[config.mk]
export PLATFORM = sky130hd
export DESIGN_NAME = uart_rx_sampler
export DESIGN_NICKNAME = d
export VERILOG_FILES = /design/src/rtl/uart_rx_sampler.sv
export SDC_FILE = /design/constraint.sdc
export NUM_CORES = 1
export LEC_CHECK = 0
export ABC_AREA = 1
export CORE_ASPECT_RATIO = 0.7
export CORE_MARGIN = 8
export CORE_UTILIZATION = 61
export DETAILED_ROUTE_END_ITERATION = 7
export GPL_ROUTABILITY_DRIVEN = 0
export GPL_TIMING_DRIVEN = 0
export HOLD_SLACK_MARGIN = 0.03
export PLACE_DENSITY = 0.79
export SETUP_SLACK_MARGIN = 0.5
export SLEW_MARGIN = 10
export SYNTH_ARGS = -nofsm -noshare
export SYNTH_HDL_FRONTEND = slang
export SYNTH_SLANG_ARGS = --single-unit
[constraint.sdc]
create_clock -name clk -period 3.11 [get_ports clk]
set_input_delay 0.622 -clock clk [delete_from_list [all_inputs] [get_ports clk]]
set_output_delay 0.622 -clock clk [all_outputs]
set_load 0.005 [all_outputs]
[src/rtl/uart_rx_sampler.sv]
// 16x-oversampling 8-bit UART receiver with 3-sample majority vote and framing check.
// Define UART_RX_PARITY_EN for 8E1 frames with a live parity_error strobe; default is 8N1.
module uart_rx_sampler #(
    parameter int CLK_HZ     = 50_000_000,
    parameter int BAUD       = 115200,
    parameter int OVERSAMPLE = 16
) (
    input  logic       clk,
    input  logic       reset_n,
    input  logic       serial_in,
    output logic [7:0] data_out,
    output logic       data_valid,
    output logic       framing_error,
    output logic       parity_error,
    output logic       busy
);

    localparam int DIV_RAW = CLK_HZ / (BAUD * OVERSAMPLE);
    localparam int DIV     = (DIV_RAW < 1) ? 1 : DIV_RAW;
    localparam int PW      = (DIV > 1) ? $clog2(DIV) : 1;
    localparam logic [PW-1:0] PRE_LAST = PW'(DIV - 1);

    typedef enum logic [2:0] {
        S_IDLE,
        S_START,
        S_DATA,
`ifdef UART_RX_PARITY_EN
        S_PARITY,
`endif
        S_STOP,
        S_BREAK
    } state_t;

    state_t          state;
    logic [1:0]      sync;
    logic [1:0]      primed;
    logic            rx_prev;
    logic [PW-1:0]   pre;
    logic [3:0]      sc;
    logic [2:0]      bit_cnt;
    logic [7:0]      shift;
    logic            s7;
    logic            s8;
`ifdef UART_RX_PARITY_EN
    logic            par_bad;
`endif

    logic rx_s;
    logic start_edge;
    logic tick;
    logic vote;
    logic at_center;
    logic at_end;

    assign rx_s       = sync[1];
    assign start_edge = rx_prev & ~rx_s;
    assign tick       = (pre == PRE_LAST);
    assign vote       = (s7 & s8) | (s7 & rx_s) | (s8 & rx_s);
    assign at_center  = tick && (sc == 4'd9);
    assign at_end     = tick && (sc == 4'd15);

    // rx_prev stays low until the synchroniser holds real line data, so a line
    // that is already low when reset releases never looks like a falling edge.
    always_ff @(posedge clk or negedge reset_n) begin
        if (!reset_n) begin
            sync    <= 2'b11;
            primed  <= 2'b00;
            rx_prev <= 1'b0;
        end else begin
            sync    <= {sync[0], serial_in};
            primed  <= {primed[0], 1'b1};
            rx_prev <= sync[1] & primed[1];
        end
    end

    always_ff @(posedge clk or negedge reset_n) begin
        if (!reset_n) begin
            state         <= S_IDLE;
            pre           <= '0;
            sc            <= 4'd0;
            bit_cnt       <= 3'd0;
            shift         <= 8'h00;
            s7            <= 1'b1;
            s8            <= 1'b1;
            data_out      <= 8'h00;
            data_valid    <= 1'b0;
            framing_error <= 1'b0;
            busy          <= 1'b0;
`ifdef UART_RX_PARITY_EN
            par_bad       <= 1'b0;
            parity_error  <= 1'b0;
`endif
        end else begin
            data_valid    <= 1'b0;
            framing_error <= 1'b0;
`ifdef UART_RX_PARITY_EN
            parity_error  <= 1'b0;
`endif
            if (state != S_IDLE) begin
                pre <= tick ? '0 : pre + 1'b1;
            end
            if (tick && state != S_IDLE && state != S_BREAK) begin
                sc <= sc + 4'd1;
            end
            if (tick && sc == 4'd7) s7 <= rx_s;
            if (tick && sc == 4'd8) s8 <= rx_s;

            case (state)
                S_IDLE: begin
                    if (start_edge) begin
                        pre   <= '0;
                        sc    <= 4'd0;
                        state <= S_START;
                        busy  <= 1'b1;
                    end
                end
                S_START: begin
                    if (at_center && vote) begin
                        state <= S_IDLE;
                        busy  <= 1'b0;
                    end else if (at_end) begin
                        state   <= S_DATA;
                        bit_cnt <= 3'd0;
                    end
                end
                S_DATA: begin
                    if (at_center) shift <= {vote, shift[7:1]};
                    if (at_end) begin
                        if (bit_cnt == 3'd7) begin
`ifdef UART_RX_PARITY_EN
                            state <= S_PARITY;
`else
                            state <= S_STOP;
`endif
                        end else begin
                            bit_cnt <= bit_cnt + 3'd1;
                        end
                    end
                end
`ifdef UART_RX_PARITY_EN
                S_PARITY: begin
                    if (at_center) par_bad <= vote ^ (^shift);
                    if (at_end) state <= S_STOP;
                end
`endif
                S_STOP: begin
                    // Leave mid-stop-bit so an immediately following start edge is caught.
                    if (at_center) begin
                        if (vote) begin
                            data_out   <= shift;
                            data_valid <= 1'b1;
`ifdef UART_RX_PARITY_EN
                            parity_error <= par_bad;
`endif
                            state <= S_IDLE;
                            busy  <= 1'b0;
                        end else begin
                            framing_error <= 1'b1;
                            state         <= S_BREAK;
                        end
                    end
                end
                S_BREAK: begin
                    if (rx_s) begin
                        state <= S_IDLE;
                        busy  <= 1'b0;
                    end
                end
                default: begin
                    state <= S_IDLE;
                    busy  <= 1'b0;
                end
            endcase
        end
    end

`ifndef UART_RX_PARITY_EN
    assign parity_error = 1'b0;
`endif

endmodule

# [Yosys cells after proc, flatten, opt, wreduce, memory -nomap -nowiden]
# Cells that the tools add are included.
# W data, S select, Z words.
[word_totals] register_bits=41 inputBits=3 wordCells=96
[op_classes] n_addsub=3 eq_ne=22 n_mux=33 n_bitwise=9 n_reduce_logical=15
[ops] op="$mux W3" n=12
[ops] op="$mux W5" n=4
[ops] op="$ne A2 B2 Y1 const B" n=10
[ops] op="$pmux W3 S5" n=1
[ops] op="$eq A4 B4 Y1 const B" n=3
[ops] op="$mux W4" n=3
[ops] op="$reduce_and A6 Y1" n=2
[ops] op="$mux W1" n=11
[ops] op="$logic_and A1 B1 Y1" n=7
[ops] op="$eq A3 B2 Y1 const B" n=2
[ops] op="$eq A3 B3 Y1 const B" n=2
[ops] op="$ne A3 B3 Y1 const B" n=2
[ops] op="$pmux W3 S2" n=1
[ops] op="$add A5 B1 Y5 const B" n=1
[ops] op="$and A1 B1 Y1" n=5
[ops] op="$eq A5 B5 Y1 const B" n=1
[ops] op="$pmux W1 S5" n=1
[ops] op="$reduce_and A5 Y1" n=1
[ops] op="$add A4 B1 Y4 const B" n=1
[ops] op="$eq A4 B3 Y1 const B" n=1
[ops] op="$add A3 B1 Y3 const B" n=1
[ops] op="$eq A3 B1 Y1 const B" n=1
[ops] op="$logic_not A3 Y1" n=1
[ops] op="$reduce_and A3 Y1" n=1
[ops] op="5 further kinds" n=7

# [Depth between registers and ports, before layout]
[logic_depth] ltp_word=6 ltp_mapped=11

# [Least setup slack after synthesis]
# Ideal clock, no wire load.
[synth_timing] path_type="flip-flop to flip-flop" start="reg pre[0]" end="reg data_out[2]" setup_ns=0.117 t_arrival_ns=1.362 required_time_ns=2.993 slack_ns=1.631 stages_incl_launch_ff=11 path_buffers=1 synth_period_minus_slack_ns=1.479 cell_sequence="dfrtp_1 > inv_1 > ha_1 > nand2_1 > nor2_4 > nand2_4 > inv_2 > nand3_4 > buf_6 > nand2_1 > o21ai_2"
[synth_between] elab_chain_len=3
[synth_lines] item="from (decl)" line_no="38" text="logic [PW-1:0] pre;"
[synth_lines] item="from (signal assigned)" line_no="100" text="pre <= tick ? '0 : pre + 1'b1;"
[synth_lines] item="$eq A5 B5 Y1" line_no="57" text="assign tick = (pre == PRE_LAST);"
[synth_lines] item="$logic_and A1 B1 Y1" line_no="59" text="assign at_center = tick && (sc == 4'd9);"
[synth_lines] item="$reduce_and A3 Y1 (no line)"
[synth_lines] item="to (signal assigned)" line_no="150" text="data_out <= shift;"
[synth_lines] item="to (decl)" line_no="11" text="output logic [7:0] data_out,"
# Every way passes these cells.
# A chain may end at the register's enable or synchronous reset.

# [Worst setup path in the final report]
[layout_timing] start="reg busy" end="out busy"
[layout_rtl] item="from (decl)" line_no="15" text="output logic busy"
[layout_rtl] item="from (signal assigned)" line_no="88" text="busy <= 1'b0;"
[layout_rtl] item="from (signal assigned)" line_no="114" text="busy <= 1'b1;"
[layout_rtl] item="from (signal assigned)" line_no="120" text="busy <= 1'b0;"
# No word-level cell between the ends.

==> flow_summary_export.csv <==
group,metric,value,unit
timing,grt_setup_unrepaired,"no",
clocking,hold_buffers,0,
worst_setup_path,r2r_end,"state[1]",
detailed_routing,avgViaCountPerCell,5.27,
layout,diodes,0,
timing,final_hold_viol_count,0,
floorplan,ios,15,
detailed_routing,num_vias,1464,
job,maxCapViolations,0,
timing,layout_min_cycle_time,1.79,ns
power,p_leak,0.00107,uW
placed_design,dp_hpwl,2.83,mm
timing,maxSlewViolCount,0,
floorplan,core-area,0.00311,mm^2
clocking,htreeDepth,2,
grt,overflow,0,
layout,fin_nets,249,
detailed_routing,postRouteAntennaNets,0,
grt,grt_max_degree,25,
logic_synthesis,ys_seq_area_share,52.8,%
worst_setup_path,start_kind,"flop",
worst_setup_path,cp.required,2.49,ns
timing,finalSetupViolCount,0,
clocking,cts_tree,"yes",
detailed_routing,drtIter0Drc,110,
clocking,cts-root-buf,"clkbuf_8",
clocking,clkTransAtPathRegs,0.08,ns
clocking,clk_path_buf_depth,2,
logic_synthesis,synth.cell_area,0.00195,mm^2
timing,fmax,0.558,GHz
worst_setup_path,cpMaxStageDelayCell,"clkdlybuf4s50_1",
worst_setup_path,worstPathMaxFanout,2,
layout,drive_gt1_share,15.0,%
detailed_routing,wl_per_cell,13.5,um
worst_setup_path,crit_family,"buffers and inverters",
floorplan,rows,17,
logic_synthesis,synth_nets,228,
logic_synthesis,avgSynthCellArea,8.95,um^2
clocking,clock_latency,0.28,ns
logic_synthesis,synthDistinctLibCells,29,
grt,grt_pass1_vias,1427,
worst_setup_path,slowest_delay,0.52,ns
worst_setup_path,worstReg2RegStart,"pre[0]",
logic_synthesis,synth_cells,218,
layout,stdcell_area,0.00227,mm^2
clocking,cts.repair.resized,0,
detailed_routing,drcViolationCount,0,
worst_setup_path,path_cells,"clkdlybuf4s50_1",
floorplan,die_h,63.3,um
worst_setup_path,reg2reg_slack,1.38,ns
logic_synthesis,ys_warn_count,0,
floorplan,die_x,83.6,um
timing,fin_crit_sh,57.6,%
placed_design,port_buffers,13,
status,outcome,"finished, final reports clean",
worst_setup_path,crit_buf_inv,1,
timing,finClkSkew,0.00365,ns
grt,grt_pass1_wl,6.41,mm
clocking,cts.sink_count,41,
grt,antenna_found_initial,0,
hold_path,hp-class,"input pin to async pin",
grt,track_usage,14.5,%
logic_synthesis,ys_ff_latch,41,
timing,tns,0,ns
power,max-vdd-ir-drop,0.290,mV
worst_setup_path,end_kind,"output port",
layout,syn_to_final_growth,16.2,%
detailed_routing,totalWireLength,3.77,mm
worst_setup_path,critPathKind,"flop to output port",
clocking,numCtsBuffers,5,
worst_setup_path,ff2ff_path_depth,11,
worst_setup_path,worstSetupStartpoint,"busy",
power,power-per-cell-area,664,mW/mm^2
worst_setup_path,arrival,1.17,ns
placed_design,placed_area,0.00215,mm^2
detailed_routing,drt_first_pass_iters,6,
clocking,post_cts_buffers,0,
floorplan,die-area,0.00529,mm^2
floorplan,initial_core_util,62.9,%
state kept, by name (all words and copies together) (netlist names):
signal	cells
primed	2
shift	8
s8	1
bit_cnt	3
busy	1
state	3
rx_prev	1
pre	5
s7	1
sync	2
framing_error	1
data_valid	1
data_out	8
sc	4
how the worst max path moves through the flow:
stage | endpoint | slack [ns] | depth (start not counted)
floorplan | data_out[2] | 1.63 | 10
finish | busy | 1.32 | 1
detailed placement | state[1] | 1.44 | 11
CTS | busy | 1.30 | 1
global route | bit_cnt[0] | 1.21 | 9
global placement | data_valid | 0.49 | 1
through the flow:
stage	utilization (%)	total power [uW]	hold WS (ns)	instances	setup slack, ns
6_report	73.0	1510	0.277	278	1.32
5_1_grt	73.0	1580	0.300	278	1.21
2_1_floorplan	-	956	0.326	218	1.63
3_5_place_dp	69.3	1070	0.338	270	1.44
4_1_cts	73.0	1510	0.279	278	1.30
3_3_place_gp	68.6	1030	0.335	269	0.486
where the power goes:
part / total, uW / switching (uW) / internal (uW)
registers: 635 / 45.5 / 590
logic: 437 / 294 / 143
clock network: 433 / 172 / 262
total: 1510 / 511 / 995
synth_stat cells:
master | instances | share of area, %
nor2_4 | 3 | 1.7
conb_1 | 2 | 0.38
nand3_1 | 11 | 2.8
o22ai_1 | 1 | 0.32
o21ai_2 | 8 | 3.6
o211ai_1 | 1 | 0.38
nand2_1 | 60 | 12
xor2_1 | 1 | 0.45
and2_1 | 1 | 0.32
or2_0 | 1 | 0.32
a21oi_1 | 6 | 1.5
ha_1 | 7 | 4.5
buf_4 | 1 | 0.38
nand3_4 | 1 | 0.90
and3_1 | 1 | 0.32
dfstp_2 | 4 | 5.4
nand2_2 | 1 | 0.32
nor2_2 | 2 | 0.64
nor3_1 | 4 | 1.0
nor3_2 | 1 | 0.51
inv_2 | 3 | 0.58
inv_1 | 28 | 5.4
buf_6 | 2 | 1.2
nand2_4 | 1 | 0.58
nand4_1 | 3 | 0.96
nand3b_1 | 1 | 0.38
dfrtp_1 | 37 | 47
o21ai_0 | 18 | 4.6
nor2_1 | 8 | 1.5
layout make-up:
class | instances | area (um^2)
buffer | 3 | 30.0
clock inverter | 1 | 30.0
sequential | 41 | 1030
multi-input combinational | 143 | 774
inverter | 31 | 116
tap | 38 | 47.5
timing repair buffer | 14 | 153
fill | 240 | 837
clock buffer | 7 | 86.3
cell families (layout without fill, tap and decap cells):
family                     count (synthesis)  in the layout  synth area share (%)
AOI/OAI and AO/OA                         34             34                  10.4
xor gates and xnor gates                   1              1                 0.449
adders and majority gates                  7              7                  4.49
buffers and inverters                     34             56                  7.50
DFF                                       41             41                  52.8
other                                      2              2                 0.385
and+or+nand+nor                           99             99                  23.9
cell usage in the layout (no fill, tap or decap), types with 2 or more instances in the layout:
cell,Yosys,layout
dfrtp_1,37,37
inv_2,3,3
o21ai_2,8,8
o21ai_0,18,18
nand4_1,3,3
ha_1,7,7
nor3_1,4,4
nand3_1,11,11
conb_1,2,2
nor2_1,8,8
clkbuf_8,0,6
a21oi_1,6,6
nor2_2,2,2
buf_6,2,2
nand2_1,60,60
inv_1,28,28
nor2_4,3,3
dfstp_2,4,4
clkdlybuf4s50_1,0,12
routing by layer:
layer | GRT usage [%] | up-vias | part of all wire [%] | wire length [um]
met5 | 0 | - | 0 | 0
met4 | 4.08 | 0 | 1.4 | 53
met3 | 3.85 | 11 | 5.0 | 188
met2 | 23.5 | 39 | 48 | 1790
met1 | 18.4 | 685 | 46 | 1730
li1 | - | 729 | - | -
Note: power is estimated with default switching activity, not from simulation.
